### src/rtl/bcd_display_driver_pkg.sv
// Shared definitions for the two-digit BCD display driver: scan states,
// active-high segment glyphs ({g,f,e,d,c,b,a}) and a nibble validity helper.
package bcd_display_driver_pkg;

  typedef enum logic [1:0] {
    ST_SHOW_U  = 2'd0,
    ST_BLANK_U = 2'd1,
    ST_SHOW_T  = 2'd2,
    ST_BLANK_T = 2'd3
  } state_t;

  localparam logic [6:0] GLYPH_0    = 7'h3F;
  localparam logic [6:0] GLYPH_1    = 7'h06;
  localparam logic [6:0] GLYPH_2    = 7'h5B;
  localparam logic [6:0] GLYPH_3    = 7'h4F;
  localparam logic [6:0] GLYPH_4    = 7'h66;
  localparam logic [6:0] GLYPH_5    = 7'h6D;
  localparam logic [6:0] GLYPH_6    = 7'h7D;
  localparam logic [6:0] GLYPH_7    = 7'h07;
  localparam logic [6:0] GLYPH_8    = 7'h7F;
  localparam logic [6:0] GLYPH_9    = 7'h6F;
  localparam logic [6:0] GLYPH_DASH = 7'h40;
  localparam logic [6:0] GLYPH_OFF  = 7'h00;

  function automatic logic nibble_invalid(input logic [3:0] nibble);
    return (nibble > 4'd9);
  endfunction

endpackage

### src/rtl/bcd_display_driver_if.sv
// Host-side bundle of the display driver: BCD load port plus the pin-level
// segment/anode outputs and status flags.
interface bcd_display_driver_if;

  logic [7:0] bcd_in;
  logic       load;
  logic [6:0] SEG;
  logic [1:0] AN;
  logic       frame_done;
  logic       err;

  modport master (
    output bcd_in, load,
    input  SEG, AN, frame_done, err
  );

  modport slave (
    input  bcd_in, load,
    output SEG, AN, frame_done, err
  );

endinterface

### src/rtl/bcd_display_driver_bcd_to_7seg.sv
// Combinational BCD nibble to active-high 7-segment glyph; 10-15 show a dash.
module bcd_to_7seg
  import bcd_display_driver_pkg::*;
(
  input  logic [3:0] nibble,
  output logic [6:0] glyph
);

  always_comb begin
    glyph = GLYPH_DASH;
    case (nibble)
      4'd0: glyph = GLYPH_0;
      4'd1: glyph = GLYPH_1;
      4'd2: glyph = GLYPH_2;
      4'd3: glyph = GLYPH_3;
      4'd4: glyph = GLYPH_4;
      4'd5: glyph = GLYPH_5;
      4'd6: glyph = GLYPH_6;
      4'd7: glyph = GLYPH_7;
      4'd8: glyph = GLYPH_8;
      4'd9: glyph = GLYPH_9;
      default: glyph = GLYPH_DASH;
    endcase
  end

endmodule

### src/rtl/bcd_display_driver.sv
// Two-digit multiplexed 7-segment driver with frame-synchronous value commit.
// Optional macro LEADING_ZERO_BLANK_EN blanks a zero tens digit.
module bcd_display_driver
  import bcd_display_driver_pkg::*;
#(
  parameter int SCAN_PERIOD    = 25000,
  parameter int BLANK_CYCLES   = 500,
  parameter int SEG_ACTIVE_LOW = 1
) (
  input  logic               CLK_50M,
  input  logic               RST_N,
  bcd_display_driver_if.slave bus
);

  localparam int SHOW_LEN = SCAN_PERIOD - BLANK_CYCLES;
  localparam int CNT_W    = $clog2(SCAN_PERIOD + 1);

  localparam logic [CNT_W-1:0] SHOW_LAST  = CNT_W'(SHOW_LEN - 1);
  localparam logic [CNT_W-1:0] BLANK_LAST = CNT_W'(BLANK_CYCLES - 1);
  localparam logic             POL_INV    = (SEG_ACTIVE_LOW != 0);
  localparam logic [6:0]       SEG_OFF_PIN = GLYPH_OFF ^ {7{POL_INV}};
  localparam logic [1:0]       AN_OFF_PIN  = 2'b00 ^ {2{POL_INV}};

  state_t           state_reg, state_next;
  logic [CNT_W-1:0] cnt_reg;
  logic [7:0]       pending_reg;
  logic             pending_v_reg;
  logic [7:0]       shown_reg, shown_next;
  logic [6:0]       seg_reg, seg_next;
  logic [1:0]       an_reg, an_next;
  logic             frame_done_reg;
  logic             err_reg;
  logic             state_last;
  logic             commit;
  logic [6:0]       glyph [2];

  always_comb begin
    state_last = 1'b0;
    state_next = state_reg;
    case (state_reg)
      ST_SHOW_U: begin
        state_last = (cnt_reg == SHOW_LAST);
        if (state_last) state_next = ST_BLANK_U;
      end
      ST_BLANK_U: begin
        state_last = (cnt_reg == BLANK_LAST);
        if (state_last) state_next = ST_SHOW_T;
      end
      ST_SHOW_T: begin
        state_last = (cnt_reg == SHOW_LAST);
        if (state_last) state_next = ST_BLANK_T;
      end
      default: begin
        state_last = (cnt_reg == BLANK_LAST);
        if (state_last) state_next = ST_SHOW_U;
      end
    endcase
  end

  assign commit = state_last && (state_reg == ST_BLANK_T);

  // A load landing on the commit edge bypasses the pending register.
  always_comb begin
    shown_next = shown_reg;
    if (commit) begin
      if (bus.load)           shown_next = bus.bcd_in;
      else if (pending_v_reg) shown_next = pending_reg;
    end
  end

  // Decode from shown_next so the glyph tracks a commit on the same edge.
  generate
    for (genvar gi = 0; gi < 2; gi++) begin : g_dec
      bcd_to_7seg u_dec (
        .nibble (shown_next[gi*4 +: 4]),
        .glyph  (glyph[gi])
      );
    end
  endgenerate

  always_comb begin
    seg_next = GLYPH_OFF;
    an_next  = 2'b00;
    case (state_next)
      ST_SHOW_U: begin
        an_next  = 2'b01;
        seg_next = glyph[0];
      end
      ST_SHOW_T: begin
`ifdef LEADING_ZERO_BLANK_EN
        if (shown_next[7:4] != 4'd0) begin
          an_next  = 2'b10;
          seg_next = glyph[1];
        end
`else
        an_next  = 2'b10;
        seg_next = glyph[1];
`endif
      end
      default: begin
        seg_next = GLYPH_OFF;
        an_next  = 2'b00;
      end
    endcase
  end

  always_ff @(posedge CLK_50M or negedge RST_N) begin
    if (!RST_N) begin
      state_reg      <= ST_BLANK_T;
      cnt_reg        <= '0;
      pending_reg    <= 8'h00;
      pending_v_reg  <= 1'b0;
      shown_reg      <= 8'h00;
      seg_reg        <= SEG_OFF_PIN;
      an_reg         <= AN_OFF_PIN;
      frame_done_reg <= 1'b0;
      err_reg        <= 1'b0;
    end else begin
      state_reg <= state_next;
      cnt_reg   <= state_last ? '0 : cnt_reg + CNT_W'(1);

      if (commit) begin
        pending_v_reg <= 1'b0;
      end else if (bus.load) begin
        pending_reg   <= bus.bcd_in;
        pending_v_reg <= 1'b1;
      end

      shown_reg      <= shown_next;
      seg_reg        <= seg_next ^ {7{POL_INV}};
      an_reg         <= an_next ^ {2{POL_INV}};
      frame_done_reg <= commit;
      err_reg        <= nibble_invalid(shown_next[7:4]) | nibble_invalid(shown_next[3:0]);
    end
  end

  assign bus.SEG        = seg_reg;
  assign bus.AN         = an_reg;
  assign bus.frame_done = frame_done_reg;
  assign bus.err        = err_reg;

endmodule

### src/flat_wrapper.sv
// flat-port wrapper written by rule: the top's interface ports become plain ports
module bcd_display_driver_flat import bcd_display_driver_pkg::*;
#(
  parameter int SCAN_PERIOD    = 25000,
  parameter int BLANK_CYCLES   = 500,
  parameter int SEG_ACTIVE_LOW = 1
)
  (CLK_50M, RST_N, bus_bcd_in, bus_load, bus_SEG, bus_AN, bus_frame_done, bus_err);
  bcd_display_driver_if bus_i ();
  input  logic CLK_50M;
  input  logic RST_N;
  input wire logic [$bits(bus_i.bcd_in)-1:0] bus_bcd_in;
  input wire logic [$bits(bus_i.load)-1:0] bus_load;
  output wire logic [$bits(bus_i.SEG)-1:0] bus_SEG;
  output wire logic [$bits(bus_i.AN)-1:0] bus_AN;
  output wire logic [$bits(bus_i.frame_done)-1:0] bus_frame_done;
  output wire logic [$bits(bus_i.err)-1:0] bus_err;
  assign bus_i.bcd_in = bus_bcd_in;
  assign bus_i.load = bus_load;
  assign bus_SEG = bus_i.SEG;
  assign bus_AN = bus_i.AN;
  assign bus_frame_done = bus_i.frame_done;
  assign bus_err = bus_i.err;
  bcd_display_driver #(.SCAN_PERIOD(SCAN_PERIOD), .BLANK_CYCLES(BLANK_CYCLES), .SEG_ACTIVE_LOW(SEG_ACTIVE_LOW)) u_core (.CLK_50M(CLK_50M), .RST_N(RST_N), .bus(bus_i));
endmodule
### config.mk
export PLATFORM = sky130hd
export DESIGN_NAME = bcd_display_driver_flat
export DESIGN_NICKNAME = d
export VERILOG_FILES = /design/src/rtl/bcd_display_driver_pkg.sv /design/src/rtl/bcd_display_driver_if.sv /design/src/rtl/bcd_display_driver_bcd_to_7seg.sv /design/src/rtl/bcd_display_driver.sv /design/src/flat_wrapper.sv
export SDC_FILE = /design/constraint.sdc
export NUM_CORES = 1
export LEC_CHECK = 0
export ABC_AREA = 1
export CORE_AREA = 2 2 85 87
export CTS_BUF_LIST = sky130_fd_sc_hd__clkbuf_4
export DETAILED_ROUTE_END_ITERATION = 8
export DIE_AREA = 0 0 87 89
export GPL_TIMING_DRIVEN = 0
export PLACE_DENSITY = 0.7
export SYNTH_ARGS = -nofsm -noshare
export SYNTH_HDL_FRONTEND = slang
export SYNTH_SLANG_ARGS = --single-unit
export TNS_END_PERCENT = 5
### constraint.sdc
create_clock -name CLK_50M -period 1.8 [get_ports CLK_50M]
set_input_delay 0.27 -clock CLK_50M [delete_from_list [all_inputs] [get_ports CLK_50M]]
set_output_delay 0.27 -clock CLK_50M [all_outputs]
set_load 0.005 [all_outputs]
==> impl_metrics.sql, run 1 <==
INSERT INTO impl_metrics (metric_group, metric, value, unit) VALUES
('finish', 'multiInputGateArea', '1530', 'um^2'),
('logic_synthesis', 'synth_largest_area_cell', 'sky130_fd_sc_hd__dfrtp_1', ''),
('finish', 'final_cell_mix', 'sky130_fd_sc_hd__inv_1, sky130_fd_sc_hd__nand2_1, sky130_fd_sc_hd__dfrtp_1, sky130_fd_sc_hd__buf_4, sky130_fd_sc_hd__nor2_1', ''),
('floorplanning', 'fp.dieH', '89', 'um'),
('global_route', 'grt_pass1_wl', '10200', 'um'),
('sta', 'relSlewSlack', '76.6', '%'),
('placement', 'placement.io_buffers', '21', ''),
('clocking', 'cts_buffer_depth', '2', ''),
('sta', 'report.final.setup_viol', '17', ''),
('global_route', 'number_of_global_route_vias_before_repair', '2335', ''),
('sta', 'timing.setup.tns', '-1.50', 'ns'),
('global_route', 'largest_net_degree_at_the_start_of_global_routing', '35', ''),
('finish', 'largest_reg_flops', '15', ''),
('clocking', 'tritoncts.num_buffers', '5', ''),
('logic_synthesis', 'post-synth-top-area-fraction', '32.6', '%'),
('placement', 'dpl.hpwl', '3830', 'um'),
('pwr', 'netSwitchingPower', '0.447', 'mW'),
('finish', 'layout_commonest_cell', 'sky130_fd_sc_hd__inv_1', ''),
('job', 'drv_cap', '0', ''),
('logic_synthesis', 'yosysSeqAreaShare', '43.7', '%'),
('clocking', 'clock-sinks', '45', ''),
('detailed_routing', 'number_of_drc_markers_in_iteration_0', '97', ''),
('run_status', 'violations', 'negative setup slack', ''),
('finish', 'nFillCells', '559', ''),
('sta', 'whs', '0.299', 'ns'),
('worst_setup_path', 'critPathMaxFanout', '5', ''),
('run_status', 'outcome', 'complete, but fails checks', ''),
('pwr', 'power.clock.fraction', '34.2', '%'),
('sta', 'fin_skew', '0.0133', 'ns'),
('floorplanning', 'chipWidth', '87', 'um'),
('global_route', 'grt_busiest_layer', 'met2', ''),
('detailed_routing', 'post-route-drc-count', '0', ''),
('global_route', 'grt-ovfl-total', '0', ''),
('worst_setup_path', 'worstPathCellList', 'ha_4 > nand3_4 > nor2_4 > nand3_4 > clkinv_4 > nand2_4 > nand2_8 > inv_8 > ha_1 > inv_1 > nand2_1 > nand3_2 > nand2_1 > nand2_1 > inv_1', ''),
('sta', 'final.period_utilization', '110', '%'),
('pwr', 'power.static_leakage', '1.60', 'nW'),
('sta', 'grt_setup_unrepaired', 'true', ''),
('pwr', 'seqPwrFrac', '56.7', '%'),
('global_route', 'global_route.usage.met1', '18.9', '%'),
('logic_synthesis', 'postSynthCellCount', '309', ''),
('finish', 'area_growth_syn_to_layout', '36.7', '%'),
('worst_setup_path', 'worstSetupEndpointType', 'register', ''),
('finish', 'ff_latch_area', '1140', 'um^2'),
('detailed_routing', 'drtPass1Iterations', '4', ''),
('worst_hold_path', 'min_path_type', 'in -> async', ''),
('global_route', 'global_route.usage.met2', '31.6', '%'),
('detailed_routing', 'drt-wirelength-per-cell', '13.3', 'um'),
('clocking', 'cts_tree', 'yes', ''),
('clocking', 'clk_root_buffer_cell', 'sky130_fd_sc_hd__clkbuf_4', ''),
('global_route', 'number_of_antenna_violations_at_the_first_check_in_global_routing', '0', ''),
('global_route', 'globalRouteMet3Util', '2.77', '%'),
('worst_setup_path', 'critical_path_arrival', '2.29', 'ns'),
('placement', 'placer_congestion', '0.856', ''),
('worst_setup_path', 'critical_path.max_stage_delay', '0.43', 'ns'),
('sta', 'layout_setup_ws', '-0.186', 'ns'),
('global_route', 'grt_util_all_layers', '16.7', '%'),
('clocking', 'deepest_level_of_the_cts_h_tree', '2', ''),
('logic_synthesis', 'postSynthNetCount', '331', ''),
('detailed_routing', 'ant_nets', '0', ''),
('floorplanning', 'number_of_top_level_pins', '22', ''),
('floorplanning', 'placeableCoreArea', '6720', 'um^2'),
('worst_setup_path', 'cpMostUsedCell', 'sky130_fd_sc_hd__nand2_1', ''),
('worst_setup_path', 'crit_type', 'reg -> reg', ''),
('pwr', 'comb_power_share', '9.1', '%'),
('logic_synthesis', 'yosys_warnings', '0', ''),
('pwr', 'power.density_cell_area', '521', 'nW/um^2'),
('worst_setup_path', 'worst_ep_required_time', '2.11', 'ns'),
('finish', 'design.final.nets', '386', ''),
('detailed_routing', 'routed_wirelength', '5930', 'um'),
('finish', 'drive_gt1_share', '38.1', '%'),
('floorplanning', 'start_util', '38.8', '%');
cells by family after synthesis:
group / after synthesis / share of synthesized area, %
compound gates: 25 / 6.19
fa+ha+maj: 11 / 5.28
simple gates: 150 / 29.5
mux: 8 / 3.46
flops: 45 / 43.7
buf+inv: 64 / 9.79
xor+xnor: 6 / 2.02
cell usage after synthesis:
cell and count:
sky130_fd_sc_hd__inv_1 56, sky130_fd_sc_hd__nand2_1 54, sky130_fd_sc_hd__dfrtp_1 34, sky130_fd_sc_hd__nand3_1 30, sky130_fd_sc_hd__nor2_1 22, sky130_fd_sc_hd__nand2_2 12, sky130_fd_sc_hd__dfstp_2 11, sky130_fd_sc_hd__ha_1 11
sky130_fd_sc_hd__mux2_2 8, sky130_fd_sc_hd__nand2_4 7, sky130_fd_sc_hd__o22ai_1 7, sky130_fd_sc_hd__nor3_1 6, sky130_fd_sc_hd__inv_2 5, sky130_fd_sc_hd__nand4_1 5, sky130_fd_sc_hd__o21ai_1 5, sky130_fd_sc_hd__a21oi_1 4
sky130_fd_sc_hd__nor2_2 4, sky130_fd_sc_hd__xor2_1 4, sky130_fd_sc_hd__nor3b_1 3, sky130_fd_sc_hd__a211oi_1 2, sky130_fd_sc_hd__a21oi_2 2, sky130_fd_sc_hd__nor2_4 2, sky130_fd_sc_hd__nor4_1 2, sky130_fd_sc_hd__o21ai_0 2
sky130_fd_sc_hd__xnor2_1 2, sky130_fd_sc_hd__a21oi_4 1, sky130_fd_sc_hd__a31oi_1 1, sky130_fd_sc_hd__buf_6 1, sky130_fd_sc_hd__clkinv_4 1, sky130_fd_sc_hd__inv_4 1, sky130_fd_sc_hd__nand3_4 1, sky130_fd_sc_hd__nand4_2 1
sky130_fd_sc_hd__o21a_1 1, sky130_fd_sc_hd__or2_2 1
power by group through the flow:
stage / Sequential, mW / Combinational [mW] / Clock, mW
3_3_place_gp: 1.07 / 0.142 / 0
6_report: 1.05 / 0.168 / 0.636
5_1_grt: 1.06 / 0.188 / 0.694
4_1_cts: 1.05 / 0.163 / 0.657
2_1_floorplan: 1.07 / 0.0715 / 0
3_5_place_dp: 1.07 / 0.149 / 0
metrics by stage:
step	cell area, um^2	util (%)	cells
final	3560	53.0	445
after global routing	3560	53.0	445
after CTS	3420	50.8	441
after detailed placement	2950	44.0	411
after global placement	2940	43.7	410
after floorplan	2630	-	309
what timing repair did:
item                                   CTS  global route
setup endpoints to repair               17            20
hold buffers                             1             0
gates resized for setup                 49            24
pin swaps                               26            20
endpoints found under the hold margin   11             0
setup buffers                           21             4
critical path, delay by kind of cell, from the launching register on:
family,cells,cell delay (ns)
and+or+nand+nor,9,0.88
adders and majority gates,2,0.35
DFF,1,0.43
buffers and inverters,4,0.26
area by class of cell:
type / instances / area share (%)
Timing Repair Buffer: 48 / 12.0
Clock buffer: 5 / 1.05
Tap cell: 80 / 2.81
Multi-Input combinational cell: 200 / 43.0
Buffer: 1 / 0.562
Clock inverter: 3 / 1.16
Inverter: 63 / 7.34
Sequential cell: 45 / 32.1
path summary, 6_finish.rpt:
path | startpoint | end | slack [ns] | cells after the start
min in group CLK_50M | u_core.pending_reg[4] | u_core.pending_reg[4] | 0.53 | 1
hold / removal | RST_N | u_core.cnt_reg[6] | 0.30 | 2
setup reg to reg | u_core.cnt_reg[1] | u_core.bus.SEG[6] | -0.19 | 15
setup / recovery | u_core.cnt_reg[1] | u_core.bus.SEG[6] | -0.19 | 15
hold reg to reg | u_core.pending_reg[4] | u_core.pending_reg[4] | 0.53 | 1
max in group asynchronous | RST_N | u_core.bus.SEG[3] | 0.95 | 3
per-layer routing:
metal,vias up,share of wire (%)
met3,17,3.2
met4,0,2.5
met2,45,55
met1,1077,39
li1,1086,-
met5,-,0
Power figures use the tool's default switching activity.
==> inputs of run 2 (changes only) <==
- CAP_MARGIN: not set -> 5
==> results of run 2 <==
Final layout, timing and power as in run 1 (identical DEF).
